==> config.mk <==
export PLATFORM = sky130hd
export DESIGN_NAME = fake_signal_gen
export DESIGN_NICKNAME = d
export VERILOG_FILES = /design/src/rtl/fake_signal_gen.sv
export SDC_FILE = /design/constraint.sdc
export NUM_CORES = 1
export LEC_CHECK = 0
export ABC_AREA = 1
export BUFFER_PORTS_ARGS = -buffer_cell sky130_fd_sc_hd__clkbuf_2
export CAP_MARGIN = 10
export CORE_ASPECT_RATIO = 0.8
export CORE_UTILIZATION = 41
export DETAILED_ROUTE_END_ITERATION = 8
export GPL_TIMING_DRIVEN = 0
export PLACE_DENSITY = 0.68
export SKIP_LAST_GASP = 1
export SLEW_MARGIN = 15
export SYNTH_ARGS = -nofsm -noshare
export SYNTH_HDL_FRONTEND = slang
export SYNTH_SLANG_ARGS = --single-unit
export TNS_END_PERCENT = 10
==> constraint.sdc <==
create_clock -name clock -period 6.3 [get_ports clock]
set_input_delay 0.945 -clock clock [delete_from_list [all_inputs] [get_ports clock]]
set_output_delay 0.945 -clock clock [all_outputs]
set_load 0.1 [all_outputs]
==> src/rtl/fake_signal_gen.sv <==
// fake_signal_gen: multi-channel fake antenna source.
// Every RATIO clocks (while enabled) a seeded 32-bit Galois LFSR advances
// WIDTH steps and a new WIDTH-bit sample is presented together with a
// one-cycle strobe. The mode input selects independent noise, a correlated
// point source with per-channel delays, a walking one-hot, or quiet output.
// locked reports that the correlated history has been refilled since the
// last mode change.
module fake_signal_gen #(
    parameter int          WIDTH = 24,
    parameter int          RATIO = 12,
    parameter int          DEPTH = 8,
    parameter int          DBITS = 3,
    parameter logic [31:0] SEED  = 32'h0000ACE1
) (
    input  logic                   clock,
    input  logic                   reset,
    input  logic                   enable,
    input  logic [1:0]             mode,
    input  logic [WIDTH*DBITS-1:0] delays,
    output logic                   strobe,
    output logic                   locked,
    output logic [WIDTH-1:0]       signal
);

    localparam int          CW       = (RATIO > 1) ? $clog2(RATIO) : 1;
    localparam int          FW       = $clog2(DEPTH + 1);
    localparam logic [31:0] SEED_EFF = (SEED == 32'd0) ? 32'd1 : SEED;
    localparam logic [31:0] MASK     = 32'h80200003;

    typedef enum logic [1:0] {
        MODE_INDEP = 2'd0,
        MODE_CORR  = 2'd1,
        MODE_WALK  = 2'd2,
        MODE_QUIET = 2'd3
    } mode_e;

    logic [CW-1:0]    count_q, count_d;
    logic [31:0]      lfsr_q, lfsr_d;
    // Only DEPTH-1 past bits are stored: the oldest bit of the DEPTH-wide
    // window is always the one shifted out on the next tick.
    logic [DEPTH-2:0] hist_q;
    logic [DEPTH-1:0] hist_d;
    logic [WIDTH-1:0] walk_q, walk_d, walk_rot;
    logic [1:0]       mode_q;
    logic [FW-1:0]    fill_q, fill_d;
    logic [WIDTH-1:0] signal_q, signal_d;
    logic             strobe_q;
    logic             locked_q;
    logic [WIDTH-1:0] corr;
    logic             tick;
    logic             common_bit;
    mode_e            mode_sel;

    assign tick     = enable && (count_q == CW'(RATIO - 1));
    assign mode_sel = mode_e'(mode);

    // Sample-rate counter: wraps on tick, holds while enable is low.
    always_comb begin
        count_d = count_q;
        if (tick) begin
            count_d = '0;
        end else if (enable) begin
            count_d = count_q + 1'b1;
        end
    end

    // LFSR advanced WIDTH Galois steps; its top bit is the common source bit.
    always_comb begin
        lfsr_d = lfsr_q;
        for (int s = 0; s < WIDTH; s++) begin
            if (lfsr_d[0]) begin
                lfsr_d = (lfsr_d >> 1) ^ MASK;
            end else begin
                lfsr_d = lfsr_d >> 1;
            end
        end
    end

    assign common_bit = lfsr_d[31];

    // Correlated history window as seen after this tick; bit k is k samples old.
    always_comb begin
        hist_d = {hist_q, common_bit};
    end

    // Per-channel delayed tap, delay clamped to the window length.
    always_comb begin
        corr = '0;
        for (int i = 0; i < WIDTH; i++) begin
            for (int k = 0; k < DEPTH; k++) begin
                if ((k == DEPTH - 1 && int'(delays[i*DBITS +: DBITS]) >= DEPTH - 1) ||
                    (int'(delays[i*DBITS +: DBITS]) == k)) begin
                    corr[i] = hist_d[k];
                end
            end
        end
    end

    // Walking one-hot rotated left, top channel wraps to channel 0.
    always_comb begin
        walk_rot = '0;
        for (int i = 0; i < WIDTH; i++) begin
            walk_rot[(i + 1) % WIDTH] = walk_q[i];
        end
    end

    // Next output sample and walker position for the selected mode.
    always_comb begin
        signal_d = signal_q;
        walk_d   = walk_q;
        if (tick) begin
            case (mode_sel)
                MODE_INDEP: signal_d = lfsr_d[WIDTH-1:0];
                MODE_CORR:  signal_d = corr;
                MODE_WALK: begin
                    signal_d = walk_q;
                    walk_d   = walk_rot;
                end
                default:    signal_d = '0;
            endcase
        end
    end

    // History fill level: a mode change restarts it, otherwise ticks count up to DEPTH.
    always_comb begin
        fill_d = fill_q;
        if (mode != mode_q) begin
            fill_d = '0;
        end else if (tick && (fill_q != FW'(DEPTH))) begin
            fill_d = fill_q + 1'b1;
        end
    end

    // Sample-clock state; LFSR and history advance on every tick in all modes.
    always_ff @(posedge clock) begin
        if (reset) begin
            count_q <= '0;
            lfsr_q  <= SEED_EFF;
            hist_q  <= '0;
            walk_q  <= WIDTH'(1);
        end else begin
            count_q <= count_d;
            if (tick) begin
                lfsr_q <= lfsr_d;
                hist_q <= hist_d[DEPTH-2:0];
                walk_q <= walk_d;
            end
        end
    end

    // Registered outputs and mode/fill tracking.
    always_ff @(posedge clock) begin
        if (reset) begin
            mode_q   <= 2'd0;
            fill_q   <= '0;
            signal_q <= '0;
            strobe_q <= 1'b0;
            locked_q <= 1'b0;
        end else begin
            mode_q   <= mode;
            fill_q   <= fill_d;
            signal_q <= signal_d;
            strobe_q <= tick;
            locked_q <= (fill_d == FW'(DEPTH));
        end
    end

    assign signal = signal_q;
    assign strobe = strobe_q;
    assign locked = locked_q;

endmodule

==> results_dict.tcl, run 1 <==
set metrics [dict create \
    status "finished, final reports clean" \
    fin_area_mm2 0.00857 \
    clkTransAtPathRegs_ns 0.07 \
    row_count 43 \
    post-route-period-util_pct 73.3 \
    grt_pass1_vias 7486 \
    wire_per_inst_um 16.2 \
    place_ws_ns 1.76 \
    viasPerCell 5.54 \
    num_antenna_cells 0 \
    slowest_stage "dfxtp_1" \
    drt_iter0_markers 813 \
    tns_ns 0 \
    utilization_pct 48.5 \
    worst_pin_slew_ns 0.889 \
    drv_slew 0 \
    yosysWarningCount 0 \
    synth_edf_count 0 \
    synth.distinct_cells 41 \
    hold_viol_final 0 \
    drc 0 \
    insertion_delay_ns 0.36 \
    netlist_area_mm2 0.00754 \
    dpl_cell_area_mm2 0.00827 \
    critPathRequiredTime_ns 6.55 \
    initial_core_util_pct 42.7 \
    grt_pass1_wl_um 38900 \
    yosysTopAreaCellShare_pct 26.0 \
    numPortBuffers 90 \
    drt-total-wl_um 24800 \
    synthCells 1203 \
    syn_avg_cell_area_um2 6.27 \
    whs_ns 0.453 \
    leakagePower_nw 3.94 \
    criticalPathCategory "register to register" \
    overflow 0 \
    cts.sinks 98 \
    detail-route-antenna-nets 0 \
    gp_congestion 0.910 \
    htree_levels 3 \
    synthArstFlopShare_pct 0 \
    drive_gt1_share_pct 13.9 \
    fp.dieH_um 123 \
    syn_to_final_growth_pct 13.6 \
    synth.net_count 1283 \
    ys_ff_latch 98 \
    setup_slack_ns 1.68 \
    cp-start-kind "register" \
    ir_drop_uv 148 \
    die_w_um 154 \
    fin_cells 1534 \
    synth_top_cell_by_area "dfxtp_1" \
    fin_nets 1384 \
    fmax_mhz 216 \
    cts_hold_buf 0 \
    cts_tree "built" \
    synthTopCellsByCount "nand2_1, inv_1, nand3_1" \
    maxCapViolations 0 \
    die_area_mm2 0.0189 \
    setup_viol_count_final 0 \
    synth.most_common_cell "nand2_1" \
    antenna_found_initial 0 \
    arrival_ns 4.88 \
    powerDensity_mw_per_mm2 162 \
    maxSlewHeadroom_pct 40.7 \
    synth_area_leaders "dfxtp_1, nand2_1, nand3_1, inv_1, nor2_1" \
    slowest_delay_ns 0.46 \
    cts-root-buf "clkbuf_16" \
    cts.repair.resized 0 \
    dr.pass1.iters 5 \
    dp_hpwl_um 19000 \
    core_mm2 0.0176 \
    ys_seq_area_share_pct 26.0 \
    via_count 8496 \
    power_mw 1.38 \
    postCtsSetupBuffers 0 \
    rsz0062_at_grt "no" \
    grtUsageTotal_pct 26.4 \
    cp_max_fo 10 \
    synth_ff_type "dfxtp_1" \
    finalClockSkew_ns 0.00919 \
    crit_top_cell "nand2_1" \
    grt_max_degree 17 \
    io_pins 103 \
    n_fill_cell 1865 \
    clk_path_buf_depth 2 \
    period_needed_ns 4.62 \
    cts_buffers 9 \
    cp-end-kind "register" \
    placed_cells 1518 \
    hold_path_class "register to register" \
]
-- power by group --
group	switching (mW)	total [mW]	internal, mW
Clock	0.258	0.570	0.311
Combinational	0.129	0.193	0.0645
Sequential	0.00111	0.622	0.621
Total	0.388	1.38	0.997
-- sequential cells by signal, indices dropped and copies added, names as in the netlist --
name and flops:
lfsr_q 31, signal 24, walk_q 24, hist_q 7, count_q 4, fill_q 4
mode_q 2, locked 1, strobe 1
-- critical path, delay by kind of cell, from the launching register on --
family	cells	cell delay [ns]
compound gates	1	0.07
simple gates	34	3.55
flops	1	0.46
buf+inv	3	0.43
-- metal layers --
layer / share of wire (%) / up-vias / wire length, µm / global-route usage [%]
li1: - / 4258 / - / -
met4: 1.9 / 0 / 474 / 8.25
met2: 42 / 369 / 10300 / 39.8
met1: 47 / 3837 / 11600 / 37.4
met3: 9.7 / 32 / 2410 / 5.71
met5: 0 / - / 0 / 0
-- path summary, 6_finish.rpt --
path / start / to / slack (ns) / cells past startpoint
worst max register to register: lfsr_q[0] / signal[14] / 1.68 / 38
worst min register to register: signal[2] / signal[2] / 0.45 / 2
worst min-delay path: signal[2] / signal[2] / 0.45 / 2
worst max-delay path: lfsr_q[0] / signal[14] / 1.68 / 38
-- layout by cell type (no fill, tap or decap), drive strengths merged, types with 19 or more instances in the layout --
cell,count
nand3,141
a41oi,20
inv,152
nand4,44
a21oi,32
clkbuf,149
nor3,39
dfxtp,98
o22ai,29
xor2,23
a31oi,19
o211ai,22
o21ai,58
nor2,75
nand2,357
-- cell type report --
class / instances / area [µm²] / area share, %
Multi-Input combinational cell: 900 / 4790 / 55.9
Sequential cell: 98 / 1960 / 22.9
Inverter: 151 / 567 / 6.62
Timing Repair Buffer: 90 / 450 / 5.26
Tap cell: 225 / 282 / 3.29
Clock buffer: 11 / 233 / 2.72
Buffer: 54 / 220 / 2.57
Clock inverter: 5 / 62.6 / 0.730
-- kinds of logic after synthesis --
family / count (synthesis) / share of synthesized area, %
DFF: 98 / 26.0
muxes: 1 / 0.133
adders and majority gates: 3 / 0.498
xor gates and xnor gates: 35 / 5.21
AOI/OAI and AO/OA: 199 / 17.0
and+or+nand+nor: 662 / 40.7
buffers and inverters: 205 / 10.4
Power figures use the tool's default switching activity.
==> run 2: changes to the inputs <==
==> constraint.sdc (replaced) <==
create_clock -name clock -period 4.6 [get_ports clock]
set_input_delay 0.69 -clock clock [delete_from_list [all_inputs] [get_ports clock]]
set_output_delay 0.69 -clock clock [all_outputs]
set_load 0.1 [all_outputs]
==> run 2 against run 1 <==
  * Register-to-register slack worse by 1.4 ns
  * Cell count is 1.2% higher
  * Non-clock buffer count is 19 higher
  * Clock skew rose by 0.00076 ns
  * Critical path depth is 4 lower
  * Largest power group unchanged
  * Critical path type unchanged
  * Utilization is 1.9 points higher
  * Clock-buffer cell count stayed put
  * Largest cell class unchanged
==> results_dict.tcl, run 2 (same netlist as run 1, synthesis figures left out) <==
set metrics [dict create \
    regToRegEndpoint "signal[13]" \
    drv_slew 0 \
    finalClockSkew_ns 0.00994 \
    numPortBuffers 90 \
    drt-total-wl_um 25200 \
    fp.dieH_um 123 \
    largest_reg_flops 31 \
    slowest_delay_ns 0.37 \
    clkTransAtPathRegs_ns 0.07 \
    htree_levels 3 \
    ff2ff_path_depth 34 \
    worstPathBufferInverterCount 3 \
    fin_nets 1403 \
    clk_path_buf_depth 2 \
    cts_tree "built" \
    crit_start "lfsr_q[0]" \
    gp_congestion 0.910 \
    row_count 43 \
    grtUsageTotal_pct 26.4 \
    cts-root-buf "clkbuf_16" \
    holdPathEnd "signal[2]" \
    grt_pass1_wl_um 38900 \
    crit_top_cell "nand2_1" \
    core_mm2 0.0176 \
    syn_to_final_growth_pct 18.0 \
    cts_buffers 9 \
    die_w_um 154 \
    cts.sinks 98 \
    grt_pass1_vias 7486 \
    period_needed_ns 4.31 \
    critPathRequiredTime_ns 4.86 \
    via_count 8646 \
    final_common_cell "nand2_1" \
    slowest_stage "dfxtp_4" \
    ir_drop_uv 202 \
    cp_max_fo 10 \
    n_fill_cell 1821 \
    multi_input_area_mm2 0.00496 \
    antenna_found_initial 0 \
    cp-start-kind "register" \
    maxCapViolations 0 \
    cts_hold_buf 0 \
    initial_core_util_pct 42.7 \
    setup_viol_count_final 0 \
    status "finished, final reports clean" \
    worst_pin_slew_ns 0.866 \
    leakagePower_nw 4.07 \
    r2r-start "lfsr_q[0]" \
    powerDensity_mw_per_mm2 213 \
    die_area_mm2 0.0189 \
    drc 0 \
    fmax_mhz 232 \
    whs_ns 0.453 \
    drt_iter0_markers 890 \
    hold_path_class "register to register" \
    reg2reg_slack_ns 0.29 \
    hold_depth 2 \
    num_antenna_cells 0 \
    arrival_ns 4.56 \
    drive_gt1_share_pct 17.1 \
    viasPerCell 5.57 \
    post-route-period-util_pct 93.6 \
    hp-start "signal[2]" \
    cp_top_family "simple AND/OR/NAND/NOR gates" \
    tns_ns 0 \
    overflow 0 \
    insertion_delay_ns 0.36 \
    criticalPathCategory "register to register" \
    final_cell_mix "nand2_1, inv_1, nand3_1" \
    hold_viol_final 0 \
    io_pins 103 \
    wire_per_inst_um 16.2 \
    detail-route-antenna-nets 0 \
    dr.pass1.iters 6 \
    largest_register "lfsr_q" \
    dp_hpwl_um 19000 \
    register_area_mm2 0.00197 \
    cp-end-kind "register" \
    maxSlewHeadroom_pct 42.3 \
    grt_max_degree 17 \
]
[run 2: routing by layer]
| metal | track usage, % | vias up | part of all wire (%) |
|---|---|---|---|
| met5 | 0 | - | 0 |
| met4 | 8.25 | 0 | 1.9 |
| met3 | 5.71 | 36 | 9.7 |
| met2 | 39.8 | 366 | 42 |
| met1 | 37.4 | 3942 | 46 |
| li1 | - | 4302 | - |
[run 2: timing repair]
| action | in CTS | in global routing |
|---|---|---|
| endpoints found under the setup margin | 0 | 26 |
| setup buffers | 0 | 19 |
| gates resized for setup | 0 | 43 |
[run 2: area by class of cell]
cell class / instances / area share, %
repair buffers: 109 / 6.67
inverters: 151 / 6.46
plain buffers: 54 / 2.48
clock inverters: 5 / 0.704
clock buffers: 11 / 2.62
flip-flops and latches: 98 / 22.2
multi-input cells: 900 / 55.7
well taps: 225 / 3.17
[run 2: where the power goes]
part / switching [mW] / total (mW) / internal, mW
Clock: 0.355 / 0.782 / 0.427
Combinational: 0.177 / 0.266 / 0.0889
Sequential: 0.00150 / 0.850 / 0.849
[run 2: worst reg2reg max path: cells and delay by family, from the launching register on]
kind,cells,cell delay (ns)
simple gates,28,2.75
xor+xnor,2,0.59
buf+inv,3,0.45
flops,1,0.37
compound gates,1,0.07
[run 2: worst max-delay path by stage]
stage	endpoint	depth (start not counted)
2_1_floorplan	signal[23]	34
3_3_place_gp	signal[11]	35
3_5_place_dp	signal[13]	37
4_1_cts	signal[13]	37
5_1_grt	signal[14]	38
6_report	signal[13]	34
[run 2: metrics by stage]
step                      total power, mW  util (%)  instances  setup WS [ns]  area, µm²
after floorplan                      1.03         -       1203          0.955       7540
after global placement               1.13      46.9       1518          0.154       8270
after detailed placement             1.13      46.9       1518         0.0615       8270
after CTS                            1.90      48.5       1534         0.0421       8570
after global routing                 1.97      50.4       1553        -0.0320       8890
final                                1.90      50.4       1553          0.293       8890
